**src/rtl/spi_ram_pkg.sv**
```systemverilog
// spi_ram_pkg: shared FSM states, RAM opcodes and frame length for the SPI-to-RAM subsystem
package spi_ram_pkg;
  typedef enum logic [2:0] {IDLE, CHK_CMD, WRITE, READ_ADD, READ_DATA} state_t;
  localparam logic [1:0] CMD_WR_ADDR = 2'b00;
  localparam logic [1:0] CMD_WR_DATA = 2'b01;
  localparam logic [1:0] CMD_RD_ADDR = 2'b10;
  localparam logic [1:0] CMD_RD_DATA = 2'b11;
  localparam int FRAME_LEN = 10;
endpackage

```
**src/rtl/spi_tx_serializer.sv**
```systemverilog
// spi_tx_serializer: latches a read byte on load and shifts it out MSB-first on miso
//   clk, rst (sync, active-high), clr (abort), load, data -> miso (registered), busy
module spi_tx_serializer #(
  parameter int W = 8
) (
  input  logic         clk,
  input  logic         rst,
  input  logic         clr,
  input  logic         load,
  input  logic [W-1:0] data,
  output logic         miso,
  output logic         busy
);
  logic [W-1:0] sr;
  logic [2:0]   cnt;
  // zeros fill in behind the data, so miso falls to 0 once the byte is out
  always_ff @(posedge clk)
    if (rst || clr) begin
      sr   <= '0;
      cnt  <= '0;
      miso <= 1'b0;
      busy <= 1'b0;
    end else if (load) begin
      sr   <= data << 1;
      cnt  <= 3'(W - 1);
      miso <= data[W-1];
      busy <= 1'b1;
    end else begin
      miso <= sr[W-1];
      sr   <= sr << 1;
      cnt  <= busy ? cnt - 3'd1 : cnt;
      busy <= busy && cnt != 3'd0;
    end
endmodule

```
**src/rtl/spi_slave_if.sv**
```systemverilog
// spi_slave_if: SPI slave front end; deserialises 10-bit RAM commands and serialises read data
//   clk (SCLK), rst (sync, active-high), ss_n, mosi -> rx_data/rx_valid to RAM
//   tx_data/tx_valid from RAM -> miso
module spi_slave_if
  import spi_ram_pkg::*;
#(
  parameter int ADDR_SIZE = 8
) (
  input  logic                 clk,
  input  logic                 rst,
  input  logic                 ss_n,
  input  logic                 mosi,
  output logic                 miso,
  output logic [ADDR_SIZE+1:0] rx_data,
  output logic                 rx_valid,
  input  logic [ADDR_SIZE-1:0] tx_data,
  input  logic                 tx_valid
);
  state_t               st;
  logic [3:0]           cnt;
  logic [ADDR_SIZE+1:0] sr;
  logic                 done;
  logic                 wait_tx;
  logic                 rd_addr_seen;
  logic                 ser_busy;
  logic                 ser_load;
  assign ser_load = wait_tx && tx_valid && !ss_n && !ser_busy;
  spi_tx_serializer #(.W(ADDR_SIZE)) u_ser (
    .clk  (clk),
    .rst  (rst),
    .clr  (ss_n),
    .load (ser_load),
    .data (tx_data),
    .miso (miso),
    .busy (ser_busy)
  );
  // cnt counts the 9 body bits; it parks at FRAME_LEN-1 so later mosi bits are ignored
  always_ff @(posedge clk)
    if (rst) begin
      st           <= IDLE;
      cnt          <= '0;
      sr           <= '0;
      rx_data      <= '0;
      rx_valid     <= 1'b0;
      done         <= 1'b0;
      wait_tx      <= 1'b0;
      rd_addr_seen <= 1'b0;
    end else begin
      rx_valid <= done;
      rx_data  <= done ? sr : rx_data;
      done     <= 1'b0;
      wait_tx  <= !ss_n && ((wait_tx && !ser_load) || (done && st == READ_DATA));
      if (ser_load) rd_addr_seen <= 1'b0;
      if (ss_n) begin
        st  <= IDLE;
        cnt <= '0;
      end else
        case (st)
          IDLE: st <= CHK_CMD;
          CHK_CMD: begin
            sr  <= {sr[ADDR_SIZE:0], mosi};
            cnt <= '0;
            st  <= !mosi ? WRITE : rd_addr_seen ? READ_DATA : READ_ADD;
          end
          default:
            if (cnt != 4'(FRAME_LEN - 1)) begin
              sr  <= {sr[ADDR_SIZE:0], mosi};
              cnt <= cnt + 4'd1;
              if (cnt == 4'(FRAME_LEN - 2)) begin
                done <= 1'b1;
                if (st == READ_ADD) rd_addr_seen <= 1'b1;
              end
            end
        endcase
    end
endmodule

```
**config.mk**
```make
export PLATFORM = sky130hd
export DESIGN_NAME = spi_slave_if
export DESIGN_NICKNAME = d
export VERILOG_FILES = /design/src/rtl/spi_ram_pkg.sv /design/src/rtl/spi_tx_serializer.sv /design/src/rtl/spi_slave_if.sv
export SDC_FILE = /design/constraint.sdc
export NUM_CORES = 1
export LEC_CHECK = 0
export ABC_AREA = 1
export CORE_MARGIN = 2
export CORE_UTILIZATION = 40
export CTS_BUF_LIST = sky130_fd_sc_hd__clkbuf_8
export CTS_CLUSTER_DIAMETER = 120
export DETAILED_ROUTE_END_ITERATION = 12
export PLACE_DENSITY = 0.68
export SYNTH_ARGS = -nofsm -noshare
export SYNTH_HDL_FRONTEND = slang
export SYNTH_SLANG_ARGS = --single-unit
```
**constraint.sdc**
```tcl
create_clock -name clk -period 2.15 [get_ports clk]
set_input_delay 0.3225 -clock clk [delete_from_list [all_inputs] [get_ports clk]]
set_output_delay 0.3225 -clock clk [all_outputs]
set_load 0.05 [all_outputs]
```
### After elaboration in Yosys (flattened, before gate mapping)

Cells that the tools add are included.

* bits in registers: 44
* output and inout bits: 12
* word-level logic and storage cells: 63

* equal/unequal tests: 5
* bitwise logic cells: 3
* reductions and logical operators: 22
* $add $sub $neg: 2
* multiplexer cells: 19

Operators by type and width (number)
* $pmux 10 s2: 1
* $mux 3: 4
* $mux 10: 1
* $mux 1: 9
* $mux 8: 1
* $pmux 4 s2: 1
* $logic_and 1x1->1: 7
* $pmux 3 s2: 1
* $reduce_bool 2->1: 3
* $reduce_or 5->1: 1
* $add 4x1->4 const B: 1
* $eq 4x4->1 const B: 1
* $mux 4: 1
* $ne 4x4->1 const B: 1
* $reduce_or 2->1: 2
* $eq 3x1->1 const B: 1
* $eq 3x2->1 const B: 1
* $eq 3x3->1 const B: 1
* $logic_not 1->1: 3
* $logic_not 3->1: 1
* $not 1->1: 3
* $reduce_and 3->1: 1
* $reduce_bool 3->1: 1
* $sub 3x1->3 const B: 1
* 2 further kinds: 3

### Logic depth before layout (Yosys ltp)

Gate-level depths: netlist of the first run.

* depth in word-level cells: 9
* gate-level depth with buffers: 9
* mapped depth without buffers: 8

### Modules after synthesis

Synthesis of the first run repeated with hierarchy kept, for this count alone.

* cell total of the unflattened synthesis: 245
* area, all modules: 1890.6 um2

By module, submodules not included
* spi_slave_if: cells each 181, sequential area each 620.6 um2, area an instance 1391.3 um2, times used 1
* spi_tx_serializer: cells each 64, sequential area each 240.2 um2, area an instance 499.2 um2, times used 1

### Worst setup path after synthesis of the first run

No wires, ideal clock.

* path type: reg2reg
* from: register cnt[1]
* to: register cnt[3]
* path slack: 0.938 ns
* data arrival time: 1.097 ns
* buffers on the path: 1
* required time: 2.035 ns
* clock period less this slack: 1.212 ns
* setup time: 0.115 ns
* stages on the path, launching flop included: 10
* cells stage by stage: dfxtp_1 > inv_1 > ha_1 > nand3_1 > nand2_2 > nand2_4 > buf_6 > nand3_1 > nand2_1 > nor2_1

* longest elaborated chain between the ends: 3
* elaborated cells on any way between the ends: 6

RTL lines
* from (decl): line spi_slave_if.sv:20 `logic [3:0] cnt;`
* from (signal assigned): line spi_slave_if.sv:68 `cnt <= cnt + 4'd1;`
* $add 4x1->4 or $ne 4x4->1 (tied branches): line spi_slave_if.sv:68, spi_slave_if.sv:66
* $mux 4 or $reduce_bool 2->1 (tied branches)
* $pmux 4 s2 or $reduce_and 2->1 (tied branches)

Parallel ways exist; a longest one is shown, timed or not. The select of a mux whose other input is x is not followed.
A chain may end at the register's enable or synchronous reset.

### Worst setup path in the final report of the first run

* from: register rx_data[4]
* to: output port rx_data[4]

RTL lines
* from (decl): line spi_slave_if.sv:14 `output logic [ADDR_SIZE+1:0] rx_data,`
* from (signal assigned): line spi_slave_if.sv:50 `rx_data <= done ? sr : rx_data;`

No word-level cell between the ends.

==> reports/results.txt, run 1 <==
Num CTS Buffers: 5
Final Hold Vio Count: 0
number of I/O port buffers: 24
number of endpoints failing setup at the final stage: 0
Post-CTS Resized: 0
fmax: 567 MHz
capture point of the critical path: rx_data[4]
result of the run: finished clean
number of antenna violations at the first check in global routing: 0
count of hold buffers inserted by post-cts repair: 0
largest delay contributor family on the critical path: buffers and inverters
logic depth of the worst setup path including buffers: 1
time the final worst path needs with I/O delays and setup: 1760 ps
vias: 1438
height of the die: 70.2 um
Die ar.: 4930 um2
routability congestion estimate from global placement: 0.779
routed wire length: 3070 um
diode count: 0
fin. max-slew vios: 0
Final Cycle Share: 82.0%
First DRT Iteration DRCs: 85
most common cell after layout, fill and taps aside: sky130_fd_sc_hd__dfxtp_1
Sw Pwr: 0.324 mW
count of clock tree sinks: 43
share of Yosys cell area claimed by the top area cell type: 49.1%
pin count of the biggest net entering global routing: 25
Critical Setup Path Class: register to primary output
data arrival at the endpoint of the critical path: 1440 ps
maximum resistive drop on vdd: 0.000248 V
fraction of power spent switching nets: 23.1%
post-synthesis cell type with the largest combined area: sky130_fd_sc_hd__dfxtp_1
I/O pin total: 25
global-route wire length before repair: 5380 um
power per cell area: 666 nW/um2
max capacitance violation total: 0
Initial Util: 40.8%
register-to-register path setup slack: 760 ps
Hold WC Path Type: register to register
vias in the first global route: 1296
number of buffers on the longest clock path: 2
CTS Root Buffer Type: sky130_fd_sc_hd__clkbuf_8
cell with the largest stage delay on the worst path: sky130_fd_sc_hd__clkdlybuf4s50_1
register share of total power: 58.5%
routed wirelength normalized by instance count: 10.1 um
number of optimization iterations in the first detailed-route pass: 5
number of rows in the core area: 24
cell leakage power: 0.868 nW
number of remaining DRC errors: 0
Comb pwr share: 7.8%
Synth cell types: 25
clock tree from TritonCTS: built
#FFs+latches synth: 43
Crit. Startpoint: rx_data[4]$_SDFFE_PP0P_
DP Wirelength: 2130 um
total buffers and inverters traversed by the critical path: 1
Clk pwr share: 33.7%
post-synth design cell area: 1750 um2
commonest non-fill, non-tap cells in the layout: 43 x sky130_fd_sc_hd__dfxtp_1, 35 x sky130_fd_sc_hd__nor2_1, 30 x sky130_fd_sc_hd__inv_1, 26 x sky130_fd_sc_hd__nand2_1, 26 x sky130_fd_sc_hd__a21oi_1
H-Tree Depth: 2
Floorplan Core Area: 4290 um2
number of nets in the final layout: 270
crit start category: register
depth of the worst register-to-register path: 8
setup_tns: 0 ps
unrepaired setup endpoints after global routing: no
combined global-route utilization of all metal layers: 13.7%
Worst-path clk slew: 70 ps
fraction of layout cells with a size suffix above 1: 7.51%
source of the worst register-to-register timing path: cnt[1]$_SDFFE_PP0P_
Reg-to-Reg End: sr[2]$_SDFFE_PP0P_
clock latency at the later pin of the worst-skew pair: 290 ps
post-layout util: 49.0%
leftover overflow at the end of global routing: 0
post-CTS setup buffer count: 0
number of warnings printed during yosys synthesis: 0
Avg Vias per Cell: 4.71
average instance area after synthesis: 7.69 um2
worst slew margin relative to its limit: 57.8%
critical path, cell by cell: clkdlybuf4s50_1
cell types with the largest area share after synthesis: sky130_fd_sc_hd__dfxtp_1 49%, sky130_fd_sc_hd__nor2_1 7.5%, sky130_fd_sc_hd__a21oi_1 7.4%
Area Growth Syn to Fin: 19.9%
Setup Skew: 5.18 ps
required time of the critical path: 1830 ps
CP max FO: 2
synthesized net count: 246
post-synthesis sequential area ratio: 49.1%
Worst-Margin Slew: 631 ps
cell-internal power: 1.08 mW
die outline width: 70.2 um
worst stage delay on the critical path: 800 ps
final antenna-violating net count: 0
critical path endpoint category: primary output
Mapped Cells: 228
cell type report:
type,instances,area (um2)
clock inverter,3,12.5
inverter,31,116
multi-input combinational,144,716
sequential,43,861
clock buffer,5,68.8
timing repair buffer,27,263
fill,444,2190
tap,52,65.1
synthesized netlist by cell type:
cell type and number:
sky130_fd_sc_hd__buf_6 2, sky130_fd_sc_hd__nand3_2 1, sky130_fd_sc_hd__o211ai_1 2, sky130_fd_sc_hd__inv_2 3
sky130_fd_sc_hd__nor3_1 2, sky130_fd_sc_hd__clkbuf_4 1, sky130_fd_sc_hd__nand3_1 16, sky130_fd_sc_hd__buf_2 3
sky130_fd_sc_hd__a21oi_1 26, sky130_fd_sc_hd__inv_1 28, sky130_fd_sc_hd__ha_1 5, sky130_fd_sc_hd__dfxtp_1 43
sky130_fd_sc_hd__o21ai_0 20, sky130_fd_sc_hd__clkbuf_1 4, sky130_fd_sc_hd__and3_1 1, sky130_fd_sc_hd__o21ai_1 1
sky130_fd_sc_hd__nor2_4 1, sky130_fd_sc_hd__nor2_1 35, sky130_fd_sc_hd__nor2_2 1, sky130_fd_sc_hd__nand4_1 1
sky130_fd_sc_hd__nand2_1 26, sky130_fd_sc_hd__a31oi_1 1, sky130_fd_sc_hd__nand2_2 3, sky130_fd_sc_hd__a211oi_1 1
sky130_fd_sc_hd__nand2_4 1
worst register-to-register path: stages, from the launching register on:
cell and delay (ps):
sky130_fd_sc_hd__dfxtp_1 380, sky130_fd_sc_hd__inv_1 90, sky130_fd_sc_hd__ha_1 190, sky130_fd_sc_hd__nand3_1 100, sky130_fd_sc_hd__nand2_2 100, sky130_fd_sc_hd__nand2_4 220
sky130_fd_sc_hd__nand3_1 110, sky130_fd_sc_hd__nand2_1 70, sky130_fd_sc_hd__nor2_1 40
power groups by stage:
stage | clock network, mW | registers [mW] | logic [mW]
2_1_floorplan | 0 | 0.835 | 0.0773
3_3_place_gp | 0 | 0.836 | 0.109
3_5_place_dp | 0 | 0.837 | 0.110
4_1_cts | 0.491 | 0.818 | 0.110
5_1_grt | 0.519 | 0.820 | 0.126
6_report | 0.472 | 0.818 | 0.109
cells by family after synthesis:
| logic type | count (synthesis) | synth area share, % |
|---|---|---|
| adder cells (fa/ha/maj) | 5 | 3.57 |
| AO/OA/AOI/OAI | 51 | 15.1 |
| buffers and inverters | 41 | 10.1 |
| AND/OR/NAND/NOR | 88 | 22.2 |
| flip-flops | 43 | 49.1 |
per-stage QoR:
stage / total power, mW / setup WS (ps) / hold slack [ps] / cell area [um2] / cells
floorplan: 0.912 / 938 / 395 / 1750 / 228
global placement: 0.945 / 566 / 446 / 2020 / 297
detailed placement: 0.946 / 550 / 446 / 2020 / 297
CTS: 1.42 / 371 / 463 / 2100 / 305
global route: 1.47 / 343 / 500 / 2100 / 305
finish: 1.40 / 387 / 458 / 2100 / 305
worst min-delay path by stage:
stage / to / cells after the start / startpoint / slack [ps]
after floorplan: rx_valid$_SDFF_PP0_ / 1 / rst / 390
after global placement: u_ser.sr[7]$_SDFF_PP0_ / 2 / u_ser.sr[6]$_SDFF_PP0_ / 450
after detailed placement: u_ser.sr[7]$_SDFF_PP0_ / 2 / u_ser.sr[6]$_SDFF_PP0_ / 450
after CTS: u_ser.sr[7]$_SDFF_PP0_ / 2 / u_ser.sr[6]$_SDFF_PP0_ / 460
after global routing: rx_data[3]$_SDFFE_PP0P_ / 2 / sr[3]$_SDFFE_PP0P_ / 500
final: u_ser.sr[7]$_SDFF_PP0_ / 2 / u_ser.sr[6]$_SDFF_PP0_ / 460
sequential cells by signal, indices dropped and copies added, names as in the netlist:
register,count
rx_data,10
sr,10
u_ser.sr,7
cnt,4
st,3
u_ser.cnt,3
done,1
rd_addr_seen,1
rx_valid,1
u_ser.busy,1
u_ser.miso,1
wait_tx,1
routing by layer:
metal	wire [um]	GRT usage, %
met5	0	0
met3	92	4.33
met2	1330	21.7
met1	1560	16.7
met4	82	7.05
(Power assumes the default switching activity.)
==> inputs of run 2 (changes only) <==
clock period = 1.67 ns   (was 2.15 ns; I/O delays follow)
==> run 2 against run 1 <==
Critical path depth is 7 higher. Via count fell by 0.97%. Register-to-register slack worse by 440 ps. Non-clock buffer count did not move. Global-route usage is 0.13 points lower. Power increased by 31%.
==> reports/results.txt, run 2 (same netlist as run 1, synthesis figures left out) <==
Post-CTS Resized: 0 (unchanged)
Critical Setup Path Class: register to register (was register to primary output)
routability congestion estimate from global placement: 0.813 (was 0.779)
count of clock tree sinks: 43 (unchanged)
Area Growth Syn to Fin: 18.4% (was 19.9%)
Regs by FF count: rx_data: 10 flops, sr: 10 flops, u_ser.sr: 7 flops (unchanged)
crit start category: register (unchanged)
Final Cycle Share: 81.1%
critical path endpoint category: register (was primary output)
met1 wire length: 1450 um (was 1560 um)
source of the worst register-to-register timing path: cnt[1]$_SDFFE_PP0P_ (unchanged)
vias: 1424 (was 1438)
worst setup slack after placement: 158 ps (was 550 ps)
number of remaining DRC errors: 0 (unchanged)
count of hold buffers inserted by post-cts repair: 0 (unchanged)
die outline width: 70.2 um (unchanged)
Reg-to-Reg End: cnt[2]$_SDFFE_PP0P_ (was sr[2]$_SDFFE_PP0P_)
height of the die: 70.2 um (unchanged)
cell-internal power: 1.39 mW (was 1.08 mW)
routed wirelength normalized by instance count: 9.93 um (was 10.1 um)
area used by multi-input combinational logic: 716 um2 (unchanged)
pin count of the biggest net entering global routing: 25 (unchanged)
result of the run: finished clean (unchanged)
final antenna-violating net count: 0 (unchanged)
I/O pin total: 25 (unchanged)
maximum resistive drop on vdd: 0.000315 V (was 0.000248 V)
number of rows in the core area: 24 (unchanged)
cell area after placement: 1990 um2 (was 2020 um2)
depth of the worst register-to-register path: 8 (unchanged)
number of antenna violations at the first check in global routing: 0 (unchanged)
number of instances in the placed design: 297 (unchanged)
Setup Skew: 7.91 ps (was 5.18 ps)
Comb pwr share: 7.6% (was 7.8%)
origin of the worst min-delay path: u_ser.sr[6]$_SDFF_PP0_ (unchanged)
post-CTS setup buffer count: 0 (unchanged)
worst slew margin relative to its limit: 60.8% (was 57.8%)
Initial Util: 40.8% (unchanged)
time the final worst path needs with I/O delays and setup: 1350 ps
Die ar.: 4930 um2 (unchanged)
Worst-Margin Slew: 587 ps (was 631 ps)
H-Tree Depth: 2 (unchanged)
number of nets in the final layout: 270 (unchanged)
total length of routed met2 wires: 1440 um (was 1330 um)
Num CTS Buffers: 5 (unchanged)
number of fillers in the final layout: 434 (was 444)
register share of total power: 57.5% (was 58.5%)
number of optimization iterations in the first detailed-route pass: 4 (was 5)
Floorplan Core Area: 4290 um2 (unchanged)
routed length on met3: 108 um (was 92 um)
commonest non-fill, non-tap cells in the layout: 43 x sky130_fd_sc_hd__dfxtp_1, 35 x sky130_fd_sc_hd__nor2_1, 29 x sky130_fd_sc_hd__inv_1, 26 x sky130_fd_sc_hd__nand2_1, 26 x sky130_fd_sc_hd__a21oi_1 (was 43 x sky130_fd_sc_hd__dfxtp_1, 35 x sky130_fd_sc_hd__nor2_1, 30 x sky130_fd_sc_hd__inv_1, 26 x sky130_fd_sc_hd__nand2_1, 26 x sky130_fd_sc_hd__a21oi_1)
data arrival at the endpoint of the critical path: 1540 ps (was 1440 ps)
unrepaired setup endpoints after global routing: no (unchanged)
CP max FO: 24 (was 2)
required time of the critical path: 1860 ps (was 1830 ps)
register-to-register path setup slack: 320 ps (was 760 ps)
smallest setup slack after layout: 316 ps (was 387 ps)
number of buffers on the longest clock path: 2 (unchanged)
diode count: 0 (unchanged)
storage element area: 861 um2 (unchanged)
CTS Root Buffer Type: sky130_fd_sc_hd__clkbuf_8 (unchanged)
clock latency at the later pin of the worst-skew pair: 290 ps (about the same)
global-route wire length before repair: 5370 um (was 5380 um)
setup_tns: 0 ps (unchanged)
routed wire length: 3030 um (was 3070 um)
Clk pwr share: 34.9% (was 33.7%)
worst min-delay path endpoint: u_ser.sr[7]$_SDFF_PP0_ (unchanged)
fraction of power spent switching nets: 24.0% (was 23.1%)
Worst-path clk slew: 80 ps (was 70 ps)
number of endpoints failing setup at the final stage: 0 (unchanged)
max capacitance violation total: 0 (unchanged)
number of I/O port buffers: 24 (unchanged)
Sw Pwr: 0.440 mW (was 0.324 mW)
vias in the first global route: 1308 (was 1296)
Avg Vias per Cell: 4.67 (was 4.71)
cell leakage power: 0.887 nW (was 0.868 nW)
power per cell area: 881 nW/um2 (was 666 nW/um2)
most common cell after layout, fill and taps aside: sky130_fd_sc_hd__dfxtp_1 (unchanged)
Final Cell Area: 2080 um2 (was 2100 um2)
count of cells along the worst hold path: 2 (unchanged)
top layer used by detailed routing: met4 (unchanged)
leftover overflow at the end of global routing: 0 (unchanged)
combined global-route utilization of all metal layers: 13.6% (was 13.7%)
fin. max-slew vios: 0 (unchanged)
Hold WC Path Type: register to register (unchanged)
Non-Filler Instances: 305 (unchanged)
DP Wirelength: 2090 um (was 2130 um)
fraction of layout cells with a size suffix above 1: 12.6% (was 7.51%)
fmax: 739 MHz
Final Hold Vio Count: 0 (unchanged)
First DRT Iteration DRCs: 54 (was 85)
clock tree from TritonCTS: built (unchanged)
==> run 2: changes by cell type in the layout (fill, tap and decap cells not counted) <==
cell / delta
sky130_fd_sc_hd__clkinvlp_4: +1
sky130_fd_sc_hd__buf_4: +12
sky130_fd_sc_hd__clkdlybuf4s50_1: -12
sky130_fd_sc_hd__inv_1: -1
==> run 2: area by class of cell <==
cell class	instances	share of cell area, %
inverters	31	5.61
well taps	52	3.13
flip-flops and latches	43	41.5
clock buffers	5	3.32
multi-input cells	144	34.5
repair buffers	27	11.2
clock inverters	3	0.784
==> run 2: per-stage QoR <==
step	hold slack (ps)	utilization (%)	power, mW
floorplan	323	-	1.17
global placement	442	46.4	1.22
detailed placement	450	46.4	1.22
CTS	470	48.3	1.85
global route	498	48.3	1.92
finish	468	48.3	1.83
==> run 2: critical path, cell delays in order, from the launching register on <==
cell and delay (ps):
sky130_fd_sc_hd__dfxtp_1 360, sky130_fd_sc_hd__inv_1 80, sky130_fd_sc_hd__ha_1 200, sky130_fd_sc_hd__nand3_1 100
sky130_fd_sc_hd__nand2_2 90, sky130_fd_sc_hd__nand2_4 210, sky130_fd_sc_hd__nand3_1 110, sky130_fd_sc_hd__nand2_1 70
sky130_fd_sc_hd__nor2_1 40
==> run 2: per-layer routing <==
layer	up-vias	GRT usage [%]
li1	781	-
met4	0	5.77
met5	-	0
met2	18	22.8
met3	4	4.18
met1	621	16.0
==> run 2: worst max-delay path by stage <==
stage                                    from                     end  slack [ps]  cells past startpoint
final                     cnt[1]$_SDFFE_PP0P_     cnt[2]$_SDFFE_PP0P_         320                      8
after global routing      cnt[1]$_SDFFE_PP0P_      sr[7]$_SDFFE_PP0P_         160                      8
after CTS                 cnt[1]$_SDFFE_PP0P_     cnt[2]$_SDFFE_PP0P_         300                      8
after detailed placement                 ss_n  u_ser.sr[7]$_SDFF_PP0_         160                      7
after global placement                   ss_n  u_ser.sr[7]$_SDFF_PP0_         170                      7
after floorplan           cnt[1]$_SDFFE_PP0P_     cnt[3]$_SDFFE_PP0P_         460                      9
==> run 2: power groups by stage <==
stage	sequential [mW]	combinational (mW)	clock [mW]
CTS	1.05	0.141	0.660
global placement	1.08	0.140	0
finish	1.05	0.138	0.638
global route	1.06	0.160	0.706
floorplan	1.08	0.0995	0
detailed placement	1.08	0.141	0
